[src/rtl/led_pkg.sv]
// Shared types and widths for the LED output arbiter slice.
package led_pkg;
    localparam int LED_W   = 8;
    localparam int PHASE_W = 8;

    typedef enum logic [1:0] {
        LED_NORMAL = 2'd0,
        LED_ALERT  = 2'd1,
        LED_HOLD   = 2'd2
    } led_state_e;
endpackage

[src/rtl/led_pwm_gen.sv]
// PWM generator: prescaled phase counter plus duty latch that only updates at the
// period boundary so a duty change never produces a truncated or doubled pulse.
module led_pwm_gen
    import led_pkg::*;
#(
    parameter int PWM_DIV = 16
) (
    input  logic               clk,
    input  logic               resetn,
    input  logic [PHASE_W-1:0] duty_i,
    output logic               pwm_on_o
);
    localparam int                 PRE_W   = (PWM_DIV > 1) ? $clog2(PWM_DIV) : 1;
    localparam logic [PRE_W-1:0]   PRE_MAX = PRE_W'(PWM_DIV - 1);
    localparam logic [PHASE_W-1:0] PH_MAX  = {PHASE_W{1'b1}};

    logic [PRE_W-1:0]   pre_q,   pre_d;
    logic [PHASE_W-1:0] phase_q, phase_d;
    logic [PHASE_W-1:0] duty_q,  duty_d;
    logic               wrap;

    always_comb begin
        wrap    = (pre_q == PRE_MAX);
        pre_d   = wrap ? '0 : pre_q + PRE_W'(1);
        phase_d = wrap ? phase_q + PHASE_W'(1) : phase_q;
        duty_d  = (wrap && (phase_q == PH_MAX)) ? duty_i : duty_q;
    end

    always_ff @(posedge clk) begin
        if (!resetn) begin
            pre_q   <= '0;
            phase_q <= '0;
            duty_q  <= '0;
        end else begin
            pre_q   <= pre_d;
            phase_q <= phase_d;
            duty_q  <= duty_d;
        end
    end

    // Full-scale duty must stay lit on phase 255 too, which the compare alone misses.
    assign pwm_on_o = (duty_q == PH_MAX) | (phase_q < duty_q);
endmodule

[src/rtl/led_out_arbiter.sv]
// Merges housekeeping LEDs (PWM dimmed) with the alert stream; alerts win at full
// brightness and linger HOLD_CYC clocks after drive drops. Outputs registered, 1 clk.
module led_out_arbiter
    import led_pkg::*;
#(
    parameter int PWM_DIV  = 16,
    parameter int HOLD_CYC = 125_000_000,
    parameter int HOLD_W   = 27
) (
    input  logic             clk,
    input  logic             resetn,
    input  logic [LED_W-1:0] hk_led_i,
    input  logic [7:0]       pwm_duty_i,
    input  logic             alert_drive_i,
    input  logic [LED_W-1:0] alert_data_i,
    input  logic             alert_clr_i,
    output logic [LED_W-1:0] led_o,
    output logic             alert_active_o,
    output logic             alert_seen_o
);
    localparam logic [HOLD_W-1:0] HOLD_INIT = HOLD_W'(HOLD_CYC - 1);

    led_state_e        state_q,  state_d;
    logic [HOLD_W-1:0] hold_q,   hold_d;
    logic [LED_W-1:0]  latch_q,  latch_d;
    logic [LED_W-1:0]  led_q,    led_d;
    logic              active_q, active_d;
    logic              seen_q,   seen_d;
    logic              pwm_on;

    led_pwm_gen #(
        .PWM_DIV (PWM_DIV)
    ) u_pwm (
        .clk      (clk),
        .resetn   (resetn),
        .duty_i   (pwm_duty_i),
        .pwm_on_o (pwm_on)
    );

    always_comb begin
        state_d = state_q;
        hold_d  = hold_q;
        latch_d = latch_q;
        seen_d  = seen_q;
        case (state_q)
            LED_NORMAL: begin
                if (alert_drive_i) begin
                    state_d = LED_ALERT;
                    latch_d = alert_data_i;
                end
            end
            LED_ALERT: begin
                if (alert_drive_i) begin
                    latch_d = alert_data_i;
                end else begin
                    state_d = LED_HOLD;
                    hold_d  = HOLD_INIT;
                end
            end
            LED_HOLD: begin
                if (alert_drive_i) begin
                    state_d = LED_ALERT;
                    latch_d = alert_data_i;
                    hold_d  = '0;
                end else if (hold_q == '0) begin
                    state_d = LED_NORMAL;
                end else begin
                    hold_d = hold_q - HOLD_W'(1);
                end
            end
            default: state_d = LED_NORMAL;
        endcase

        // A fresh alert entry beats a coincident clear so no alert goes unreported.
        if ((state_d == LED_ALERT) && (state_q != LED_ALERT)) begin
            seen_d = 1'b1;
        end else if (alert_clr_i) begin
            seen_d = 1'b0;
        end

        active_d = (state_d != LED_NORMAL);
        led_d    = active_d ? latch_d : (hk_led_i & {LED_W{pwm_on}});
    end

    always_ff @(posedge clk) begin
        if (!resetn) begin
            state_q  <= LED_NORMAL;
            hold_q   <= '0;
            latch_q  <= '0;
            led_q    <= '0;
            active_q <= 1'b0;
            seen_q   <= 1'b0;
        end else begin
            state_q  <= state_d;
            hold_q   <= hold_d;
            latch_q  <= latch_d;
            led_q    <= led_d;
            active_q <= active_d;
            seen_q   <= seen_d;
        end
    end

    assign led_o          = led_q;
    assign alert_active_o = active_q;
    assign alert_seen_o   = seen_q;
endmodule

[config.mk]
export PLATFORM = sky130hd
export DESIGN_NAME = led_out_arbiter
export DESIGN_NICKNAME = d
export VERILOG_FILES = /design/src/rtl/led_pkg.sv /design/src/rtl/led_pwm_gen.sv /design/src/rtl/led_out_arbiter.sv
export SDC_FILE = /design/constraint.sdc
export NUM_CORES = 1
export LEC_CHECK = 0
export ABC_AREA = 1
export BUFFER_PORTS_ARGS = -buffer_cell sky130_fd_sc_hd__buf_2
export CAP_MARGIN = 20
export CORE_ASPECT_RATIO = 1.1
export CORE_MARGIN = 10
export CORE_UTILIZATION = 55
export DETAILED_ROUTE_END_ITERATION = 8
export PLACE_DENSITY = 0.75
export SYNTH_ARGS = -nofsm -noshare
export SYNTH_HDL_FRONTEND = slang
export SYNTH_SLANG_ARGS = --single-unit
[constraint.sdc]
create_clock -name clk -period 1.85 [get_ports clk]
set_input_delay 0.0925 -clock clk [delete_from_list [all_inputs] [get_ports clk]]
set_output_delay 0.0925 -clock clk [all_outputs]
set_load 0.05 [all_outputs]
==> out/results.ini <==
[power]
switching_share_pct = 33.2
power_density_nw_per_um2 = 820
p_int_uw = 2320
p_comb_share_pct = 22.3
leakage_uw = 0.00195
p_switching_uw = 1150
p_seq_share_pct = 44.8
vdd_drop_max_uv = 478
clockPowerShare_pct = 32.9

[synth]
synthTopCellsByArea = dfxtp_1 (38%), nand2_1 (13%), nor2_1 (7.8%), inv_1 (6.0%), nand3_1 (3.8%)
synth-edff-count = 0
synth_top_area_cell = dfxtp_1
ys_warn_count = 0
synthArstFlopShare_pct = 0
ys_ff_latch = 67
synth_top_area_share_pct = 37.7
ys_seq_area_share_pct = 37.7
synth_area_per_cell_um2 = 6.85
syn_area_um2 = 3550
synth_cells = 519
ys.flop_type = dfxtp_1
synth_nets = 557
ys_types = 32

[timing]
finalSetupTns_ps = 0
fin_crit_sh_pct = 92.2
min_period_ps = 1710
finalClockSkew_ps = 9.80
slew_headroom_pct = 65.8
max_freq_ghz = 0.586
finalSetupViolations = 0
report.final.slew_viol_count = 0
rsz0062_at_grt = no
finalHoldViolCount = 0
worstMarginPinSlew_ps = 513

[clock_tree]
tritoncts = built
cts_sinks = 67
clockBufferDepth = 2
cts_max_level = 3
cts-buffers-inserted = 9
cts.clk_slew.worst_paths_ps = 80
cts_root_buf = clkbuf_8
clock_latency_ps = 340

[global_route]
grt_pass1_wl_um = 14800
grt_pass1_vias = 3345
antenna_found_initial = 0
grt.total_usage_pct = 16.9
grt_remaining_overflow = 0
grt_max_degree = 32

[die]
dieArea_um2 = 10100
core_um2 = 6230
ios = 38
die_w_um = 96.6
floorplan.die.height_um = 104
start_util_pct = 57.0
rows = 30

[placed_design]
io_buffer_count = 37
place_hpwl_um = 6570
place.gp.congestion = 0.936

[route]
avgRoutedWirePerCell_um = 12.9
drc_errors = 0
drt_wl_total_um = 8650
drtPass1Iterations = 4
ant_nets = 0
drt_iter0_drc = 133
vias_per_cell = 5.17
vias = 3456

[worst_hold_path]
hold_path_class = input port to flip-flop

[finish]
regArea_um2 = 1340
syn2layout_area_growth_pct = 19.1
finalCoreUtilization_pct = 67.9
nets = 622
num-fill-cells = 552
n_antenna_cell = 0
drive_gt1_share_pct = 19.9
multi_input_area_um2 = 1920

[worst_setup_path]
critPathCaptureType = flip-flop
critical_path_class = flip-flop to flip-flop
worstPathArrival_ps = 1930
critPathMaxFanout = 12
cp.required_ps = 2080
startpoint_type = flip-flop

[flow_run]
drv_cap = 0

[outcome]
outcome = complete, no violations

worst max-delay path, cell delays in order, from the launching register on:
cell and delay [ps]:
dfxtp_1 300, inv_1 90, ha_1 230, nand2_4 100, nor2_8 150, nand4_4 130, a21oi_4 220, nor2_4 40
buf_4 180, nand2_1 70, o21ai_0 60
area by class of cell:
| type | instances | share of cell area [%] |
|---|---|---|
| Clock buffer | 10 | 3.25 |
| Clock inverter | 6 | 1.09 |
| Inverter | 65 | 5.76 |
| Multi-Input combinational cell | 374 | 45.3 |
| Sequential cell | 67 | 31.7 |
| Tap cell | 80 | 2.36 |
| Timing Repair Buffer | 67 | 10.5 |
worst paths after layout:
path	from	end	slack [ps]	cells after the start
setup / recovery	hold_q[1]	hold_q[24]	140	10
hold / removal	alert_data_i[7]	latch_q[7]	40	3
hold reg to reg	alert_seen_o	alert_seen_o	470	2
setup reg to reg	hold_q[1]	hold_q[24]	140	10
cell usage in the layout (no fill, tap or decap), types with 10 or more instances in the layout:
cell      synthesis  final
a21oi_1          25     25
buf_4             0     20
nor2_1           74     73
clkbuf_8          0     10
inv_1            57     57
nor3_1           16     15
nand2_1         122    122
nand3_1          27     27
buf_2             3     37
xor2_1           10     10
o21ai_1          16     16
dfxtp_1          67     67
o21ai_0          23     23
nand4_1          12     12
ha_1             10     10
power by group through the flow:
stage                     sequential, uW  combinational (uW)  clock [uW]
after detailed placement            1590                 751           0
final                               1560                 775        1140
after global placement              1590                 737           0
after global routing                1560                 867        1220
after floorplan                     1620                 510           0
after CTS                           1550                 769        1150
sequential cells by signal (all words and copies together) (netlist names):
signal          cells
led_o               8
state_q             2
u_pwm.pre_q         4
u_pwm.duty_q        8
latch_q             8
alert_active_o      1
alert_seen_o        1
hold_q             27
u_pwm.phase_q       8
synth_stat cells (2+ instances only):
| cell type | count |
|---|---|
| nor3_1 | 16 |
| inv_1 | 57 |
| nand3_1 | 27 |
| a21oi_1 | 25 |
| a21oi_2 | 2 |
| buf_6 | 3 |
| nand2_2 | 11 |
| o21ai_2 | 2 |
| xor2_1 | 10 |
| ha_1 | 10 |
| nor2_4 | 4 |
| nor2_2 | 8 |
| o21ai_0 | 23 |
| nand2_4 | 2 |
| o21ai_1 | 16 |
| buf_2 | 3 |
| nor2_1 | 74 |
| nand4_1 | 12 |
| inv_2 | 7 |
| nand2_1 | 122 |
| dfxtp_1 | 67 |
| nor3_2 | 2 |
| clkbuf_1 | 7 |
per-layer routing:
layer / vias to the layer above / global-route usage (%) / part of all wire, %
li1: 1793 / - / -
met5: - / 0 / 0
met4: 0 / 8.33 / 3.5
met2: 69 / 29.8 / 50
met3: 20 / 3.32 / 3.5
met1: 1574 / 18.8 / 43
cells by family after synthesis:
logic type	synth area share, %
simple gates	36.2
fa+ha+maj	3.52
compound gates	11.1
flops	37.7
buf+inv	8.98
xor+xnor	2.46
per-stage QoR:
stage          setup slack (ps)  cells  total power [uW]  hold slack, ps  cell area [um2]
3_3_place_gp                151    643              2320             320             3930
3_5_place_dp               89.7    643              2340             328             3930
5_1_grt                    2.66    669              3650            38.0             4230
4_1_cts                    56.3    668              3480            33.8             4200
6_report                    144    669              3470            36.9             4230
2_1_floorplan               202    519              2130             232             3550
repair_timing:
| action | in CTS | in global routing |
|---|---|---|
| endpoints found under the hold margin | 9 | 0 |
| setup buffers | 0 | 1 |
| resized for setup | 0 | 5 |
| hold buffers | 9 | 0 |
| endpoints found under the setup margin | 0 | 22 |
Power figures use the tool's default switching activity.
